File: src/rtl/rr_arbiter4_pkg.sv
// rr_arbiter4_pkg -- definitions shared by the round-robin arbiter and its bench.
//   arb_state_e       : FSM state encoding (IDLE=0, GRANT=1)
//   DEFAULT_MAX_HOLD  : default hold limit for a single grant
//   HOLD_W            : hold counter width, wide enough for MAX_HOLD up to 255
package rr_arbiter4_pkg;

    typedef enum logic {
        ST_IDLE  = 1'b0,
        ST_GRANT = 1'b1
    } arb_state_e;

    localparam int unsigned DEFAULT_MAX_HOLD = 8;
    localparam int unsigned HOLD_W           = 8;

endpackage

File: src/rtl/rr_arbiter4_decoder2to4.sv
// decoder2to4 -- plain 2-to-4 one-hot decoder.
//   a : index MSB
//   b : index LSB
//   y : one-hot output, bit {a,b} set
module decoder2to4 (
    input  logic       a,
    input  logic       b,
    output logic [3:0] y
);

    always_comb begin
        y = 4'b0001 << {a, b};
    end

endmodule

File: src/rtl/rr_arbiter4.sv
// rr_arbiter4 -- 4-requester round-robin arbiter with a per-grant hold limit.
// A grant is issued from IDLE, held in GRANT until the holder finishes,
// drops its request or hits the hold limit, then the FSM returns to IDLE for
// exactly one cycle before the next arbitration.
//   clk       : clock, rising edge
//   rst       : synchronous active-high reset
//   req[3:0]  : level-sensitive requests
//   done      : holder finished (only looked at in GRANT)
//   gnt[3:0]  : one-hot grant, zero when idle
//   gnt_idx   : index of the current/last grant
//   gnt_valid : high whenever gnt is non-zero
//   timeout   : one-cycle pulse after a release caused purely by the hold limit
module rr_arbiter4
    import rr_arbiter4_pkg::*;
#(
    parameter int unsigned MAX_HOLD = DEFAULT_MAX_HOLD
) (
    input  logic       clk,
    input  logic       rst,
    input  logic [3:0] req,
    input  logic       done,
    output logic [3:0] gnt,
    output logic [1:0] gnt_idx,
    output logic       gnt_valid,
    output logic       timeout
);

    localparam logic [HOLD_W-1:0] HOLD_LAST = HOLD_W'(MAX_HOLD - 1);
    localparam logic [HOLD_W-1:0] HOLD_SAT  = HOLD_W'(MAX_HOLD);

    arb_state_e        state;
    logic [1:0]        ptr;
    logic [HOLD_W-1:0] hold_cnt;
    logic [1:0]        win_idx;
    logic [3:0]        dec_y;
    logic              rel_done;
    logic              rel_drop;
    logic              rel_hold;
    logic              release_now;

    // First asserted request scanning ptr+1 .. ptr+4; the last candidate is
    // ptr itself, so a lone requester wins again after its own release.
    function automatic logic [1:0] rr_pick(input logic [3:0] r, input logic [1:0] p);
        logic [1:0] cand;
        logic       found;
        // NOTE: every local gets a value before any branch so no storage is implied.
        rr_pick = p;
        found   = 1'b0;
        for (int i = 1; i <= 4; i++) begin
            cand = p + 2'(i);
            if (!found && r[cand]) begin
                rr_pick = cand;
                found   = 1'b1;
            end
        end
    endfunction

    assign win_idx = rr_pick(req, ptr);

    // Release causes, evaluated against the current holder.
    assign rel_done    = done;
    assign rel_drop    = !req[gnt_idx];
    assign rel_hold    = (hold_cnt == HOLD_LAST);
    assign release_now = rel_done || rel_drop || rel_hold;

    always_ff @(posedge clk) begin
        // NOTE: all state here uses <= so every register samples pre-edge values.
        if (rst) begin
            state     <= ST_IDLE;
            gnt_idx   <= 2'd0;
            gnt_valid <= 1'b0;
            timeout   <= 1'b0;
            hold_cnt  <= '0;
            ptr       <= 2'd3;
        end else begin
            timeout <= 1'b0;
            case (state)
                ST_IDLE: begin
                    if (|req) begin
                        gnt_idx   <= win_idx;
                        gnt_valid <= 1'b1;
                        hold_cnt  <= '0;
                        state     <= ST_GRANT;
                    end
                end
                ST_GRANT: begin
                    if (hold_cnt != HOLD_SAT) begin
                        hold_cnt <= hold_cnt + 1'b1;
                    end
                    if (release_now) begin
                        state     <= ST_IDLE;
                        gnt_valid <= 1'b0;
                        ptr       <= gnt_idx;
                        // Only a pure hold-limit release is reported.
                        timeout   <= rel_hold && !rel_done && !rel_drop;
                    end
                end
                default: state <= ST_IDLE;
            endcase
        end
    end

    decoder2to4 u_dec (
        .a (gnt_idx[1]),
        .b (gnt_idx[0]),
        .y (dec_y)
    );

    assign gnt = gnt_valid ? dec_y : 4'b0000;

endmodule

File: config.mk
export PLATFORM = sky130hd
export DESIGN_NAME = rr_arbiter4
export DESIGN_NICKNAME = d
export VERILOG_FILES = /design/src/rtl/rr_arbiter4_pkg.sv /design/src/rtl/rr_arbiter4_decoder2to4.sv /design/src/rtl/rr_arbiter4.sv
export SDC_FILE = /design/constraint.sdc
export NUM_CORES = 1
export LEC_CHECK = 0
export CAP_MARGIN = 20
export CORE_MARGIN = 10
export CORE_UTILIZATION = 36
export DETAILED_ROUTE_END_ITERATION = 6
export HOLD_SLACK_MARGIN = 0.02
export MAX_ROUTING_LAYER = met4
export PLACE_DENSITY = 0.64
export SLEW_MARGIN = 20
export SYNTH_ARGS = -nofsm -noshare
export SYNTH_HDL_FRONTEND = slang
export SYNTH_SLANG_ARGS = --single-unit
File: constraint.sdc
create_clock -name clk -period 3.75 [get_ports clk]
set_input_delay 0.75 -clock clk [delete_from_list [all_inputs] [get_ports clk]]
set_output_delay 0.75 -clock clk [all_outputs]
set_load 0.03 [all_outputs]
# Yosys cells after proc, flatten, opt, wreduce, memory -nomap -nowiden
# Cells that the tools add are included.
[word_totals]
ff_bits = 15
out_inout_bits = 8
elab_cells = 68
[op_classes]
addsub = 4
magnitude_cmp = 5
n_eq_ne = 5
shift = 1
n_mux = 27
bitwise = 2
reduce_logical = 18
[op_table]
columns = ["cell", "n"]
rows = [
  ["$mux 8", 2],
  ["$pmux 8 s2", 1],
  ["$lt 2x3->1 const B", 5],
  ["$mux 1", 12],
  ["$bmux 1 s2", 5],
  ["$add 8x1->8 const B", 1],
  ["$eq 8x3->1 const B", 1],
  ["$mux 2", 4],
  ["$ne 8x4->1 const B", 1],
  ["$reduce_and 2->1", 4],
  ["$logic_and 1x1->1", 5],
  ["$logic_not 1->1", 5],
  ["$add 2x2->2 const B", 2],
  ["$mux 4", 1],
  ["$ne 2x1->1 const B", 2],
  ["$pmux 1 s2", 2],
  ["$reduce_or 4->1", 1],
  ["$shl 1x2->4 const A", 1],
  ["$reduce_or 3->1", 1],
  ["$add 2x1->2 const B", 1],
  ["$logic_or 1x1->1", 2],
  ["$ne 2x2->1 const B", 1],
  ["$not 1->1", 2],
]

# Logic depth before layout (Yosys ltp)
[depth]
word_depth = 13
ltp_mapped = 6
mapped_depth_nobuf = 6

# Modules after synthesis
# A second synthesis with hierarchy kept.
[unflattened]
cells_unflattened = 113
hier_area_um2 = 978.4
[by_module_without_submodules]
columns = ["mod", "instances", "cells_per_inst", "area_each_um2", "seq_area_each_um2"]
rows = [
  ["rr_arbiter4", 1, 109, 952.2, 300.3],
  ["decoder2to4", 1, 4, 26.3, 0.0],
]

# Worst setup path after synthesis
# Ideal clock, no wire load.
[synth_path]
path_type = "register to output"
startpoint = "register gnt_valid"
endpoint = "output port gnt[0]"
t_arrival_ns = 1.322
required_time_ns = 3.000
slack_ns = 1.678
stages_incl_launch_ff = 2
path_buffers = 0
cell_sequence = "dfxtp_1 > nor3b_1"
[synth_between]
elab_chain_cells = 1
[synth_rtl]
columns = ["item", "line_no", "source"]
rows = [
  ["start, declared", "rr_arbiter4.sv:24", "output logic gnt_valid,"],
  ["start signal, assigned", "rr_arbiter4.sv:71", "gnt_valid <= 1'b0;"],
  ["start signal, assigned", "rr_arbiter4.sv:81", "gnt_valid <= 1'b1;"],
  ["start signal, assigned", "rr_arbiter4.sv:92", "gnt_valid <= 1'b0;"],
  ["$mux 4", "rr_arbiter4.sv:109", "assign gnt = gnt_valid ? dec_y : 4'b0000;"],
  ["end, declared", "rr_arbiter4.sv:22", "output logic [3:0] gnt,"],
]
# Every way passes these cells.

# Final worst setup path
[layout_path]
startpoint = "input port req[3]"
endpoint = "register hold_cnt[2]"
[layout_between]
elab_chain_cells = 3
[layout_rtl]
columns = ["item", "line_no", "source"]
rows = [
  ["start, declared", "rr_arbiter4.sv:20", "input logic [3:0] req,"],
  ["$reduce_or 4->1", "rr_arbiter4.sv:79", "if (|req) begin"],
  ["$ne 2x2->1 (no source line)", "--", ""],
  ["$reduce_and 2->1 (no source line)", "--", ""],
  ["end signal, assigned", "rr_arbiter4.sv:88", "hold_cnt <= hold_cnt + 1'b1;"],
  ["end, declared", "rr_arbiter4.sv:33", "logic [HOLD_W-1:0] hold_cnt;"],
]
# Every way passes these cells.
# A chain may end at the register's enable or synchronous reset.

==> out/metrics.cfg <==
[yosys]
syn-cell-area_um2=890
yosysWarningCount=0
yosys_register_bits=15
synth_top_area_share_pct=33.8
synth-seq-area-share_pct=33.8
synth_edf_count=0
syn-num-nets=115
synth_top_cell_by_area=dfxtp_1
yosys-top-cells-area=dfxtp_1, nor2_1, xor2_1, o2111ai_1, inv_1
synth_cell_types=44
async_reset_ff_share_pct=0
synthCells=106
synth_ff_type=dfxtp_1
synthesis.area_per_instance_um2=8.39

[timing]
hold_viol=0
maxSlewHeadroom_pct=71.9
fin_crit_ns=2.48
finalMaxSlewViolations=0
rsz0062_at_grt=no
fin_crit_sh_pct=66.3
finalSetupViolations=0
worstMarginPinSlew_ns=0.420
hold_ws_ns=0.515
fmax_mhz=402
clock_skew_ns=0.00135
setup_tns_ns=0

[worst_setup_path]
crit_start=req[3]
cp.required_ns=3.98
crit_type=primary input to register
r2r_start=hold_cnt[4]$_SDFFE_PP0P_
crit_path_end_kind=register
worstPathMaxFanout=8
startpoint_type=primary input
r2r_setup_slack_ns=1.99
cp_data_arrival_time_ns=2.71

[drt]
vias=842
first_iter_violations=39
wl_per_cell_um=13.9
remaining_drc_errors=0
drt_first_pass_iters=5
antenna_left=0
vias_per_cell=5.85
finalWirelength_um=2000

[global_routing]
antenna_found_initial=0
grt_use_total_pct=8.10
globalRouteMet2Util_pct=10.8
grt_pass1_vias=718
grt_overflow=0
grt_start_max_net_pins=15
grt_pass1_wl_um=3310
use_met3_pct=3.14
grtUsageMet1_pct=10.0
top_usage_layer=met2

[power_and_ir_drop]
power.total_mw=0.364
p_leak_nw=0.398
peakVddDrop_mv=0.271
power.density_mw_per_mm2=345

[cells_and_area]
fin_cells=144
layout_commonest_cell=dfxtp_1
fin_util_pct=46.2
syn_to_final_growth_pct=18.3
drive_above_1_share_pct=6.90
diodes=0
final_cell_mix=dfxtp_1, clkdlybuf4s50_1, nor2_1
nets=126

[place]
dp_hpwl_um=1490
dp.cells=140
numPortBuffers=14
gp_congestion=0.764

[floorplan]
floorplan.core_area_mm2=0.00228
die_y_um=69.7
row_count=17
die_w_um=69.7
io_pins=15
dieArea_mm2=0.00486
start_util_pct=39.1

[flow_run]
max_cap_viol_count=0

[cts]
ctsLongestPathBuffers=2
root_buffer=clkbuf_4
cts_tree=built
cts.sinks=15
htree_levels=1
hold_buffers=0
post_cts_buffers=0
cts_resized=0
cts_buffers=3
clkLatencyLatePin_ns=0.29
clk_pin_slew_ns=0.09

[outcome]
status=finished, final reports clean

[hold_path]
worstHoldPathType=register to register
min_from=hold_cnt[0]$_SDFFE_PP0P_

## synth_stat cells (3+ instances only)
cell and n:
a21oi_1 4, and3_1 4, clkbuf_1 3, dfxtp_1 15, inv_1 7, nand2_1 4, nor2_1 12, nor3_1 3
o2111ai_1 4, o21ai_0 5, xor2_1 5
## flip-flops by register name, indices dropped and copies added, names as in the netlist
| register | flops |
|---|---|
| ptr | 2 |
| gnt_valid | 1 |
| gnt_idx | 2 |
| hold_cnt | 8 |
| state | 1 |
| timeout | 1 |
## cell type report
type / count / area (um2)
inverters: 7 / 26.3
clock buffers: 3 / 22.5
repair buffers: 14 / 140
flip-flops and latches: 15 / 300
clock inverters: 1 / 5.00
fillers: 213 / 1220
well taps: 28 / 35.0
multi-input cells: 76 / 523
## final timing paths
kind                                                  to  cells after the start
worst max-delay path            hold_cnt[2]$_SDFFE_PP0P_                      5
worst max register to register       ptr[1]$_SDFFE_PP1P_                      4
worst min-delay path            hold_cnt[0]$_SDFFE_PP0P_                      2
worst min register to register  hold_cnt[0]$_SDFFE_PP0P_                      2
## worst max-delay path, stage by stage
cell and delay (ns):
clkdlybuf4s50_1 0.52, or4_1 0.72, and2_4 0.25, or2_0 0.32, a21oi_2 0.15
## metrics by stage
stage / cell area (um2) / setup WS (ns)
2_1_floorplan: 890 / 1.68
3_3_place_gp: 1020 / 1.05
3_5_place_dp: 1020 / 0.974
4_1_cts: 1050 / 1.26
5_1_grt: 1050 / 1.18
6_report: 1050 / 1.27
## per-layer routing
layer  vias to the layer above  wire (um)
met2                        28        875
li1                        412          -
met3                         6        155
met4                         0         43
met1                       396        922
met5                         -          0
## logic make-up (layout without fill, tap and decap cells)
| family | count (synthesis) | after routing | share of synthesized area (%) |
|---|---|---|---|
| DFF | 15 | 15 | 33.8 |
| muxes | 3 | 3 | 4.92 |
| AOI/OAI and AO/OA | 27 | 27 | 22.2 |
| and+or+nand+nor | 39 | 39 | 23.9 |
| xor gates and xnor gates | 5 | 5 | 4.92 |
| buffers and inverters | 15 | 25 | 7.45 |
| adders and majority gates | 2 | 2 | 2.81 |
## report_power, final
part | leakage, nW | switching, mW | internal [mW] | total (mW)
registers | 0.123 | 0.0179 | 0.168 | 0.186
clock network | 0.0177 | 0.0545 | 0.0397 | 0.0941
logic | 0.258 | 0.0430 | 0.0404 | 0.0834
total | 0.398 | 0.115 | 0.248 | 0.364
Power figures use the tool's default switching activity.
